==> src/rtl/responder_resolver.sv <==
// Multiple-response resolver: snapshots a tag vector and hands out responders lowest index first.
// Optional remaining-responder counter enabled by defining RESOLVER_COUNT_EN.
module responder_resolver #(
  parameter int WORDS = 5,
  parameter int IDX_W = 3
) (
  input  logic             clk,
  input  logic             rst,
  input  logic [WORDS-1:0] tags_in_i,
  input  logic             load_i,
  input  logic             ready_i,
  output logic             valid_o,
  output logic [IDX_W-1:0] index_o,
  output logic [WORDS-1:0] served_o,
  output logic             some_none_o,
  output logic             done_o,
  output logic [IDX_W:0]   count_o
);

  typedef enum logic {IDLE = 1'b0, ITER = 1'b1} state_e;

  state_e           state_q, state_d;
  logic [WORDS-1:0] pending_q, pending_d;
  logic             done_q, done_d;
  logic             some_q, some_d;
  logic             valid_s;
  logic             hs_s;
  logic [WORDS-1:0] low_bit_s;

  function automatic logic [IDX_W-1:0] lowest_idx(input logic [WORDS-1:0] v);
    logic [IDX_W-1:0] r;
    r = {IDX_W{1'b0}};
    for (int i = WORDS - 1; i >= 0; i--) begin
      if (v[i]) r = IDX_W'(i);
    end
    return r;
  endfunction

  assign valid_s   = (state_q == ITER) && (|pending_q);
  assign hs_s      = valid_s && ready_i && !load_i;
  // Isolates the lowest set bit of pending (zero when pending is empty).
  assign low_bit_s = pending_q & ~(pending_q - {{(WORDS-1){1'b0}}, 1'b1});

  always_ff @(posedge clk or posedge rst) begin
    if (rst) begin
      state_q   <= IDLE;
      pending_q <= {WORDS{1'b0}};
      done_q    <= 1'b0;
      some_q    <= 1'b0;
    end else begin
      state_q   <= state_d;
      pending_q <= pending_d;
      done_q    <= done_d;
      some_q    <= some_d;
    end
  end

  always_comb begin
    state_d   = state_q;
    pending_d = pending_q;
    done_d    = 1'b0;
    some_d    = some_q;
    if (load_i) begin
      pending_d = tags_in_i;
      some_d    = |tags_in_i;
      state_d   = (|tags_in_i) ? ITER : IDLE;
      done_d    = ~(|tags_in_i);
    end else if (hs_s) begin
      pending_d = pending_q & ~low_bit_s;
      if (pending_d == {WORDS{1'b0}}) begin
        state_d = IDLE;
        done_d  = 1'b1;
      end else begin
        state_d = ITER;
      end
    end else begin
      state_d = state_q;
    end
  end

`ifdef RESOLVER_COUNT_EN
  logic [IDX_W:0] cnt_q, cnt_d;

  function automatic logic [IDX_W:0] popcount(input logic [WORDS-1:0] v);
    logic [IDX_W:0] c;
    c = {(IDX_W+1){1'b0}};
    for (int i = 0; i < WORDS; i++) begin
      c = c + {{IDX_W{1'b0}}, v[i]};
    end
    return c;
  endfunction

  always_ff @(posedge clk or posedge rst) begin
    if (rst) begin
      cnt_q <= {(IDX_W+1){1'b0}};
    end else begin
      cnt_q <= cnt_d;
    end
  end

  always_comb begin
    cnt_d = cnt_q;
    if (load_i) begin
      cnt_d = popcount(tags_in_i);
    end else if (hs_s) begin
      cnt_d = cnt_q - {{IDX_W{1'b0}}, 1'b1};
    end else begin
      cnt_d = cnt_q;
    end
  end

  assign count_o = cnt_q;
`else
  assign count_o = {(IDX_W+1){1'b0}};
`endif

  always_comb begin
    valid_o     = valid_s;
    index_o     = lowest_idx(pending_q);
    served_o    = hs_s ? low_bit_s : {WORDS{1'b0}};
    some_none_o = some_q;
    done_o      = done_q;
  end

endmodule

==> config.mk <==
export PLATFORM = sky130hd
export DESIGN_NAME = responder_resolver
export DESIGN_NICKNAME = d
export VERILOG_FILES = /design/src/rtl/responder_resolver.sv
export SDC_FILE = /design/constraint.sdc
export NUM_CORES = 1
export LEC_CHECK = 0
export CAP_MARGIN = 5
export CORE_MARGIN = 1
export CORE_UTILIZATION = 30
export DETAILED_ROUTE_END_ITERATION = 10
export GPL_TIMING_DRIVEN = 0
export MAX_ROUTING_LAYER = met4
export PLACE_DENSITY = 0.7
export SLEW_MARGIN = 5
export SYNTH_ARGS = -nofsm -noshare
export SYNTH_HDL_FRONTEND = slang
export SYNTH_SLANG_ARGS = --single-unit
==> constraint.sdc <==
create_clock -name clk -period 1.75 [get_ports clk]
set_clock_uncertainty 0.05 [all_clocks]
set_input_delay 0.2625 -clock clk [delete_from_list [all_inputs] [get_ports clk]]
set_output_delay 0.2625 -clock clk [all_outputs]
set_load 0.05 [all_outputs]
==> results.ini, run 1 <==
[status]
status = finished with violations
failed_checks = DRC

[detailed_routing]
finalWirelength_um = 1290
post_drt_wl_per_cell_um = 12.4
drtAntennaViolNets = 0
drtPass1Iterations = 7
drc_errors = 2
vias = 534
via_per_inst = 5.13
drt_iter0_drc = 11

[logic_synthesis]
synth_top_area_share_pct = 38.8
syn_area_um2 = 515
synth.avg_cell_area_um2 = 8.18
syn_inst = 63
yosysUniqueCellTypes = 25
yosysWarnings = 0
synth_top_cells_by_area = dfrtp_1, o21ai_0, buf_4
ys_ff_latch = 8
seq_area_frac_synth_pct = 38.8
synth.largest_area_cell = dfrtp_1

[die]
initial_core_util_pct = 33.1
fp.dieArea_um2 = 1890
pin_count = 24
core-area_um2 = 1560
die_width_um = 43.5
fp-row-count = 14
die_h_um = 43.5

[flow_run]
max-cap-violations = 0

[grt]
grt_start_max_net_pins = 11
grt_pass1_wl_um = 1880
overflow = 0
grt_antenna_before_repair = 0
track_usage_pct = 13.9
grt_pass1_vias = 449

[setup_path]
path_delay_family = buffers and inverters
setup.worst_path.start_class = register
cp.buffers_inverters = 1
cp_max_fo = 2
slowest_delay_ns = 0.80
cp.required_ns = 1.44
critPathKind = reg -> out
crit_path_end_kind = output pin
cp_slowest_cell = clkdlybuf4s50_1
worstPathArrival_ns = 1.40
cp_cell_sequence = clkdlybuf4s50_1

[place]
place_congestion = 0.778
numPortBuffers = 18
hpwlAfterDp_um = 943
dp_cells = 100

[sta]
min_period_over_period_pct = 98.0
finalSetupTns_ns = 0
hold_viol = 0
fin_crit_ns = 1.71
finalSetupViolCount = 0
fmax_mhz = 583
finalMaxSlewViolations = 0

[cells_and_area]
drive_gt1_share_pct = 33.0
post-route-util_pct = 51.6
final_nets = 99
syn_to_final_growth_pct = 56.1
diodes = 0
finalNonFillerCells = 104

[clocking]
cts_made_buffers = 3
clock_path_buffers = 2
cts_tree = built
root_buffer = clkbuf_4
htree_levels = 1
worstSkewPairLatency_ns = 0.26
postCtsHoldBufs = 0
clkTransAtPathRegs_ns = 0.06
cts_sinks = 8

[pwr]
power_mw = 0.612
ir_drop_uv = 344
p_per_area_nw_per_um2 = 761
power.leakage_nw = 0.352

[worst_hold_path]
hold_path_class = in -> async

==> per-layer routing <==
metal	share of wire [%]	GRT usage [%]	vias up
met3	5.7	6.25	0
met2	53	21.2	16
met1	42	17.4	251
li1	-	-	267
met4	0	1.88	0
met5	0	-	-
==> worst paths after layout <==
kind	startpoint	end	slack [ns]	depth (start not counted)
hold / removal	rst	some_none_o	0.22	2
min in group clk	ready_i	done_o	0.38	3
setup / recovery	some_none_o	some_none_o	0.04	1
max in group asynchronous	rst	pending_q[2]	1.17	2
hold reg to reg	some_none_o	some_none_o	0.44	1
setup reg to reg	pending_q[1]	state_q	0.25	4
==> synthesized netlist by cell type <==
| library cell | count |
|---|---|
| a2111oi_2 | 1 |
| a21oi_1 | 2 |
| and2_1 | 2 |
| and3_1 | 2 |
| and4_1 | 1 |
| buf_4 | 5 |
| clkbuf_1 | 2 |
| conb_1 | 1 |
| dfrtp_1 | 8 |
| inv_1 | 2 |
| nand2_1 | 9 |
| nand2b_1 | 3 |
| nand3_1 | 1 |
| nand3b_1 | 1 |
| nor2_1 | 5 |
| nor3_1 | 1 |
| nor4_1 | 1 |
| nor4b_1 | 1 |
| o21a_1 | 2 |
| o21ai_0 | 8 |
| o21ai_1 | 1 |
| o221a_1 | 1 |
| o31ai_1 | 1 |
| or3b_1 | 1 |
| xnor2_1 | 1 |
==> sequential cells by signal, indices dropped and copies added (netlist names) <==
register,flops
done_o,1
pending_q,5
some_none_o,1
state_q,1
==> placed cells by master, fill, tap and decap left out, types with 2 or more instances in the layout <==
cell             synthesis  layout
nor2_1                   5       2
o21ai_0                  8       8
buf_6                    0       3
clkdlybuf4s50_1          0       8
clkbuf_1                 2       2
clkbuf_4                 0       4
buf_4                    5       6
buf_2                    0       2
o21a_1                   2       2
a21oi_1                  2       2
dfrtp_2                  0       2
nor2_4                   0       3
nand2_1                  9       8
clkdlybuf4s15_2          0       2
inv_1                    2       2
conb_1                   1       4
dfrtp_1                  8       6
nand2b_1                 3       3
==> power breakdown <==
part	switching (mW)	internal, mW	leakage, nW
clock network	0.0668	0.0788	0.0138
registers	0.0284	0.202	0.0918
logic	0.148	0.0879	0.247
==> final cells by class <==
type | count | area, um2
Multi-Input combinational cell | 49 | 318
Buffer | 7 | 48.8
Fill cell | 155 | 754
Inverter | 2 | 7.51
Sequential cell | 8 | 203
Timing Repair Buffer | 19 | 185
Clock buffer | 3 | 22.5
Tap cell | 16 | 20.0
==> logic make-up after synthesis <==
family / after synthesis / share of synthesized area (%)
DFF: 8 / 38.8
other: 1 / 0.727
xor gates and xnor gates: 1 / 1.70
buffers and inverters: 9 / 10.2
and+or+nand+nor: 28 / 28.4
AOI/OAI and AO/OA: 16 / 20.1
==> through the flow <==
stage,hold slack (ns),cell area [um2],setup slack [ns]
after floorplan,0.0282,541,-0.0248
after global placement,0.429,741,-0.714
after detailed placement,0.433,741,-0.699
after CTS,0.227,756,0.000295
after global routing,0.242,805,-0.0217
final,0.217,805,0.0358
==> timing repair <==
| action | CTS | global route |
|---|---|---|
| endpoints found under the hold margin | 0 | 0 |
| gates resized for setup | 51 | 13 |
| pin swaps | 0 | 2 |
| setup endpoints to repair | 9 | 7 |
| setup buffers | 0 | 1 |
Note: power is estimated with default switching activity, not from simulation.
==> run 2, diff against run 1 <==
--- a/config.mk
+++ b/config.mk
@@ -5,13 +5,16 @@
 export SDC_FILE = /design/constraint.sdc
 export NUM_CORES = 1
 export LEC_CHECK = 0
+export ABC_CLOCK_PERIOD_IN_PS = 1750
 export CAP_MARGIN = 5
 export CORE_MARGIN = 1
 export CORE_UTILIZATION = 30
 export DETAILED_ROUTE_END_ITERATION = 10
 export GPL_TIMING_DRIVEN = 0
+export HOLD_SLACK_MARGIN = 0.12
 export MAX_ROUTING_LAYER = met4
 export PLACE_DENSITY = 0.7
+export SKIP_CTS_REPAIR_TIMING = 1
 export SLEW_MARGIN = 5
 export SYNTH_ARGS = -nofsm -noshare
 export SYNTH_HDL_FRONTEND = slang
==> run 2 against run 1 <==
The flow still finishes with violations (DRC). Sequential share of layout area is 0.28 points higher. Highest routed layer unchanged. Cell count stayed put. Die area did not move. Clock power barely moved. First-iteration DRC count rose by 18%. Critical path depth increased by 4. Register-to-register slack about the same.
==> results.ini, run 2 (synthesized netlist as in run 1, its figures left out) <==
[cells_and_area]
largest_reg_flops = 5  ; unchanged
post-route-util_pct = 51.0  ; was 51.6%
diodes = 0  ; unchanged
fin_area_um2 = 796  ; was 805 um2
multi_input_area_um2 = 318  ; unchanged
layout.area.seq_um2 = 203  ; unchanged
final_nets = 99  ; unchanged
syn_to_final_growth_pct = 54.4  ; was 56.1%
drive_gt1_share_pct = 31.8  ; was 33.0%
fill_cells = 154  ; was 155
regMostFlops = pending_q  ; unchanged
layout_common_cells = o21ai_0, nand2_1, clkdlybuf4s50_1  ; unchanged

[status]
status = finished with violations  ; unchanged
failed_checks = DRC  ; unchanged

[die]
fp.dieArea_um2 = 1890  ; unchanged
die_h_um = 43.5  ; unchanged
initial_core_util_pct = 33.1  ; unchanged
die_width_um = 43.5  ; unchanged
fp-row-count = 14  ; unchanged
core-area_um2 = 1560  ; unchanged
pin_count = 24  ; unchanged

[pwr]
power.leakage_nw = 0.364  ; was 0.352 nW
ir_drop_uv = 340  ; was 344 uV
power_mw = 0.608  ; was 0.612 mW
combPwrFrac_pct = 38.5  ; was 38.6%
swShare_pct = 39.8  ; about the same
intPower_mw = 0.366  ; was 0.368 mW
clkPwrFrac_pct = 23.7  ; was 23.8%
switchingPower_mw = 0.242  ; was 0.244 mW
seq_power_share_pct = 37.8  ; was 37.6%
p_per_area_nw_per_um2 = 764  ; was 761 nW/um2

[clocking]
cts_tree = built  ; unchanged
worstSkewPairLatency_ns = 0.25  ; was 0.26 ns
clkTransAtPathRegs_ns = 0.06  ; about the same
cts_sinks = 8  ; unchanged
clock_path_buffers = 2  ; unchanged
cts_made_buffers = 3  ; unchanged
root_buffer = clkbuf_4  ; unchanged
htree_levels = 1  ; unchanged

[grt]
grt_start_max_net_pins = 11  ; unchanged
overflow = 0  ; unchanged
grt_pass1_wl_um = 1900  ; was 1880 um
grt_antenna_before_repair = 0  ; unchanged
grt_pass1_vias = 449  ; unchanged
track_usage_pct = 14.0  ; was 13.9%

[sta]
relSlewSlack_pct = 66.7
finalSetupViolCount = 0  ; unchanged
finalMaxSlewViolations = 0  ; unchanged
fmax_mhz = 582  ; was 583 MHz
min_period_over_period_pct = 98.2  ; was 98.0%
fin_crit_ns = 1.72  ; was 1.71 ns
worstMarginPinSlew_ns = 0.499
hold_viol = 0  ; unchanged

[worst_hold_path]
hold_path_class = in -> async  ; unchanged

[detailed_routing]
drc_errors = 2  ; unchanged
drtAntennaViolNets = 0  ; unchanged
finalWirelength_um = 1300  ; was 1290 um
via_per_inst = 5.09  ; was 5.13
drtPass1Iterations = 7  ; unchanged
vias = 529  ; was 534
drt_iter0_drc = 13  ; was 11
post_drt_wl_per_cell_um = 12.5  ; was 12.4 um

[setup_path]
crit_path_end_kind = output pin  ; unchanged
cp_max_fo = 10  ; was 2
cp.buffers_inverters = 2  ; was 1
cp_slowest_cell = dfrtp_1  ; was clkdlybuf4s50_1
slowest_delay_ns = 0.37  ; was 0.80 ns
critPathKind = reg -> out  ; unchanged
path_delay_family = simple AND/OR/NAND/NOR gates  ; was buffers and inverters
setup.worst_path.start_class = register  ; unchanged
cp.required_ns = 1.44  ; about the same
rrSetupSlack_ns = 0.26  ; was 0.25 ns
worstPathArrival_ns = 1.41  ; was 1.40 ns
cp_cell_sequence = buf_6, nor2_4, and3_2, and2_2, buf_8  ; was clkdlybuf4s50_1

[place]
place_area_um2 = 741  ; unchanged
numPortBuffers = 18  ; unchanged
hpwlAfterDp_um = 943  ; unchanged
place_congestion = 0.778  ; unchanged

[flow_run]
max-cap-violations = 0  ; unchanged

[run 2: through the flow]
step           setup TNS, ns  hold WS (ns)  instances  setup WS [ns]
6_report                   0         0.221        104         0.0319
3_5_place_dp           -3.92         0.433        100         -0.699
4_1_cts                -5.11         0.227        103         -0.706
3_3_place_gp           -3.93         0.429        100         -0.714
2_1_floorplan        -0.0248        0.0282         66        -0.0248
5_1_grt              -0.0823         0.242        104        -0.0530
[run 2: worst reg2reg max path, stage by stage, from the launching register on]
cell and delay (ns):
dfrtp_2 0.46, nand2b_1 0.18, a2111oi_2 0.36, a21oi_1 0.10, o221a_1 0.23
[run 2: final timing paths]
check	start	to	depth (start not counted)
max	pending_q[0]	served_o[4]	5
min	rst	some_none_o	2
max reg2reg	pending_q[1]	state_q	4
min reg2reg	some_none_o	some_none_o	1
max in group asynchronous	rst	pending_q[2]	2
min in group clk	ready_i	done_o	3
[run 2: per-layer routing]
layer	part of all wire, %	global-route usage [%]	vias up	wire (um)
li1	-	-	264	-
met2	52	20.9	18	677
met4	0	1.88	0	0
met5	0	-	-	0
met1	41	17.9	247	532
met3	6.6	6.25	0	86
[run 2: power groups by stage]
stage | combinational (mW) | sequential [mW] | clock, mW
after CTS | 0.228 | 0.223 | 0.147
after floorplan | 0.157 | 0.227 | 0
final | 0.234 | 0.230 | 0.144
after detailed placement | 0.228 | 0.226 | 0
after global routing | 0.250 | 0.233 | 0.168
after global placement | 0.226 | 0.226 | 0
[run 2: cell type report]
class                           instances  area share [%]
Buffer                                  7            6.13
Clock buffer                            3            2.83
Inverter                                2           0.943
Multi-Input combinational cell         49            39.9
Sequential cell                         8            25.5
Tap cell                               16            2.52
Timing Repair Buffer                   19            22.2
==> run 3, diff against run 2 <==
--- a/config.mk
+++ b/config.mk
@@ -14,6 +14,7 @@
 export HOLD_SLACK_MARGIN = 0.12
 export MAX_ROUTING_LAYER = met4
 export PLACE_DENSITY = 0.7
+export RECOVER_POWER = 50
 export SKIP_CTS_REPAIR_TIMING = 1
 export SLEW_MARGIN = 5
 export SYNTH_ARGS = -nofsm -noshare
==> run 3 against run 2 <==
The run still ends with DRC left. Total power about the same. Combinational power about the same. Cell area unchanged. Fmax is essentially flat. Non-clock buffer count stayed put. Clock power barely moved. Register-to-register slack hardly changed. First-iteration DRC count is the same. Core utilization did not move. Worst hold slack better by 0.14 ns. Setup slack about the same. Global-route usage is the same.
==> results.ini, run 3 (synthesized netlist as in run 1, its figures left out) <==
[setup_path]
worstPathArrival_ns = 1.41  ; about the same
critPathKind = reg -> out  ; unchanged
path_delay_family = simple AND/OR/NAND/NOR gates  ; unchanged
crit_path_end_kind = output pin  ; unchanged
slowest_delay_ns = 0.37  ; about the same
cp.buffers_inverters = 2  ; unchanged
setup.worst_path.start_class = register  ; unchanged
cp_slowest_cell = dfrtp_1  ; unchanged
cp_max_fo = 10  ; unchanged
cp_cell_sequence = buf_6, nor2_4, and3_2, and2_2, buf_8  ; unchanged
cp.required_ns = 1.44  ; about the same

[clocking]
clock_path_buffers = 2  ; unchanged
worstSkewPairLatency_ns = 0.25  ; about the same
root_buffer = clkbuf_4  ; unchanged
cts_made_buffers = 3  ; unchanged
clkTransAtPathRegs_ns = 0.06  ; about the same
htree_levels = 1  ; unchanged
cts_sinks = 8  ; unchanged
cts_tree = built  ; unchanged

[place]
numPortBuffers = 18  ; unchanged
place_area_um2 = 741  ; unchanged
hpwlAfterDp_um = 943  ; unchanged
place_congestion = 0.778  ; unchanged
dp_cells = 100  ; unchanged

[die]
die_width_um = 43.5  ; unchanged
die_h_um = 43.5  ; unchanged
core-area_um2 = 1560  ; unchanged
initial_core_util_pct = 33.1  ; unchanged
fp-row-count = 14  ; unchanged
pin_count = 24  ; unchanged
fp.dieArea_um2 = 1890  ; unchanged

[sta]
finalMaxSlewViolations = 0  ; unchanged
hold_viol = 0  ; unchanged
fin_crit_ns = 1.72  ; about the same
min_period_over_period_pct = 98.2  ; about the same
worstMarginPinSlew_ns = 0.499  ; unchanged
relSlewSlack_pct = 66.7  ; unchanged
fmax_mhz = 582  ; about the same
finalSetupViolCount = 0  ; unchanged
fin_hold_ws_ns = 0.357  ; was 0.221 ns

[cells_and_area]
final_nets = 99  ; unchanged
layout_common_cells = o21ai_0, nand2_1, buf_4, clkdlybuf4s50_1, dfrtp_1  ; was o21ai_0, nand2_1, clkdlybuf4s50_1
diodes = 0  ; unchanged
regMostFlops = pending_q  ; unchanged
fin_area_um2 = 796  ; unchanged
largest_reg_flops = 5  ; unchanged
multi_input_area_um2 = 318  ; unchanged
post-route-util_pct = 51.0  ; unchanged
layout.area.seq_um2 = 203  ; unchanged
drive_gt1_share_pct = 31.8  ; unchanged
fill_cells = 154  ; unchanged
finalNonFillerCells = 104  ; unchanged
syn_to_final_growth_pct = 54.4  ; unchanged

[pwr]
power.leakage_nw = 0.364  ; about the same
p_per_area_nw_per_um2 = 764  ; about the same
ir_drop_uv = 340  ; about the same

[status]
status = finished with violations  ; unchanged
failed_checks = DRC  ; unchanged

[detailed_routing]
post_drt_wl_per_cell_um = 12.5  ; about the same
drt_iter0_drc = 13  ; unchanged
drtAntennaViolNets = 0  ; unchanged
drc_errors = 2  ; unchanged
finalWirelength_um = 1300  ; about the same
drtPass1Iterations = 7  ; unchanged
vias = 532  ; was 529
via_per_inst = 5.12  ; was 5.09

[grt]
grt_pass1_wl_um = 1900  ; unchanged
track_usage_pct = 14.0  ; unchanged
grt_antenna_before_repair = 0  ; unchanged
grt_pass1_vias = 449  ; unchanged
grt_start_max_net_pins = 11  ; unchanged
overflow = 0  ; unchanged

[flow_run]
max-cap-violations = 0  ; unchanged

[worst_hold_path]
hold_path_class = in -> async  ; unchanged

==> run 3: cell count changes in the layout (fill, tap and decap cells not counted), sizes merged <==
cell           before  now
clkdlybuf4s50       8    7
dlygate4sd3         0    1
==> run 3: path summary, 6_finish.rpt <==
| kind | to | from | slack [ns] | depth (start not counted) |
|---|---|---|---|---|
| worst min register to register | some_none_o | some_none_o | 0.44 | 1 |
| worst min-delay path | some_none_o | rst | 0.36 | 2 |
| worst max-delay path | served_o[4] | pending_q[0] | 0.03 | 5 |
| worst max register to register | state_q | pending_q[1] | 0.26 | 4 |
| max in group asynchronous | pending_q[2] | rst | 1.03 | 2 |
| min in group clk | done_o | ready_i | 0.38 | 3 |
==> run 3: power by group <==
part	internal, mW	switching (mW)
combinational	0.0853	0.148
clock	0.0787	0.0652
sequential	0.202	0.0284
total	0.366	0.242
==> run 3: layer usage <==
layer  vias to the layer above  GRT usage [%]  share of wire, %
met4                         0           1.88                 0
met3                         0           6.25               6.2
met1                       250           17.9                42
li1                        264              -                 -
met5                         -              -                 0
met2                        18           20.9                52
==> run 3: final cells by class <==
| type | count | area share, % |
|---|---|---|
| Inverter | 2 | 0.943 |
| Tap cell | 16 | 2.52 |
| Sequential cell | 8 | 25.5 |
| Buffer | 7 | 6.13 |
| Multi-Input combinational cell | 49 | 39.9 |
| Timing Repair Buffer | 19 | 22.2 |
| Clock buffer | 3 | 2.83 |
==> run 3: per-stage QoR <==
stage               TNS (ns)  total power, mW  setup WS (ns)
floorplan            -0.0248            0.384        -0.0248
global placement       -3.93            0.452         -0.714
detailed placement     -3.92            0.454         -0.699
CTS                    -5.11            0.599         -0.706
global route         -0.0823            0.652        -0.0530
finish                     0            0.608         0.0319
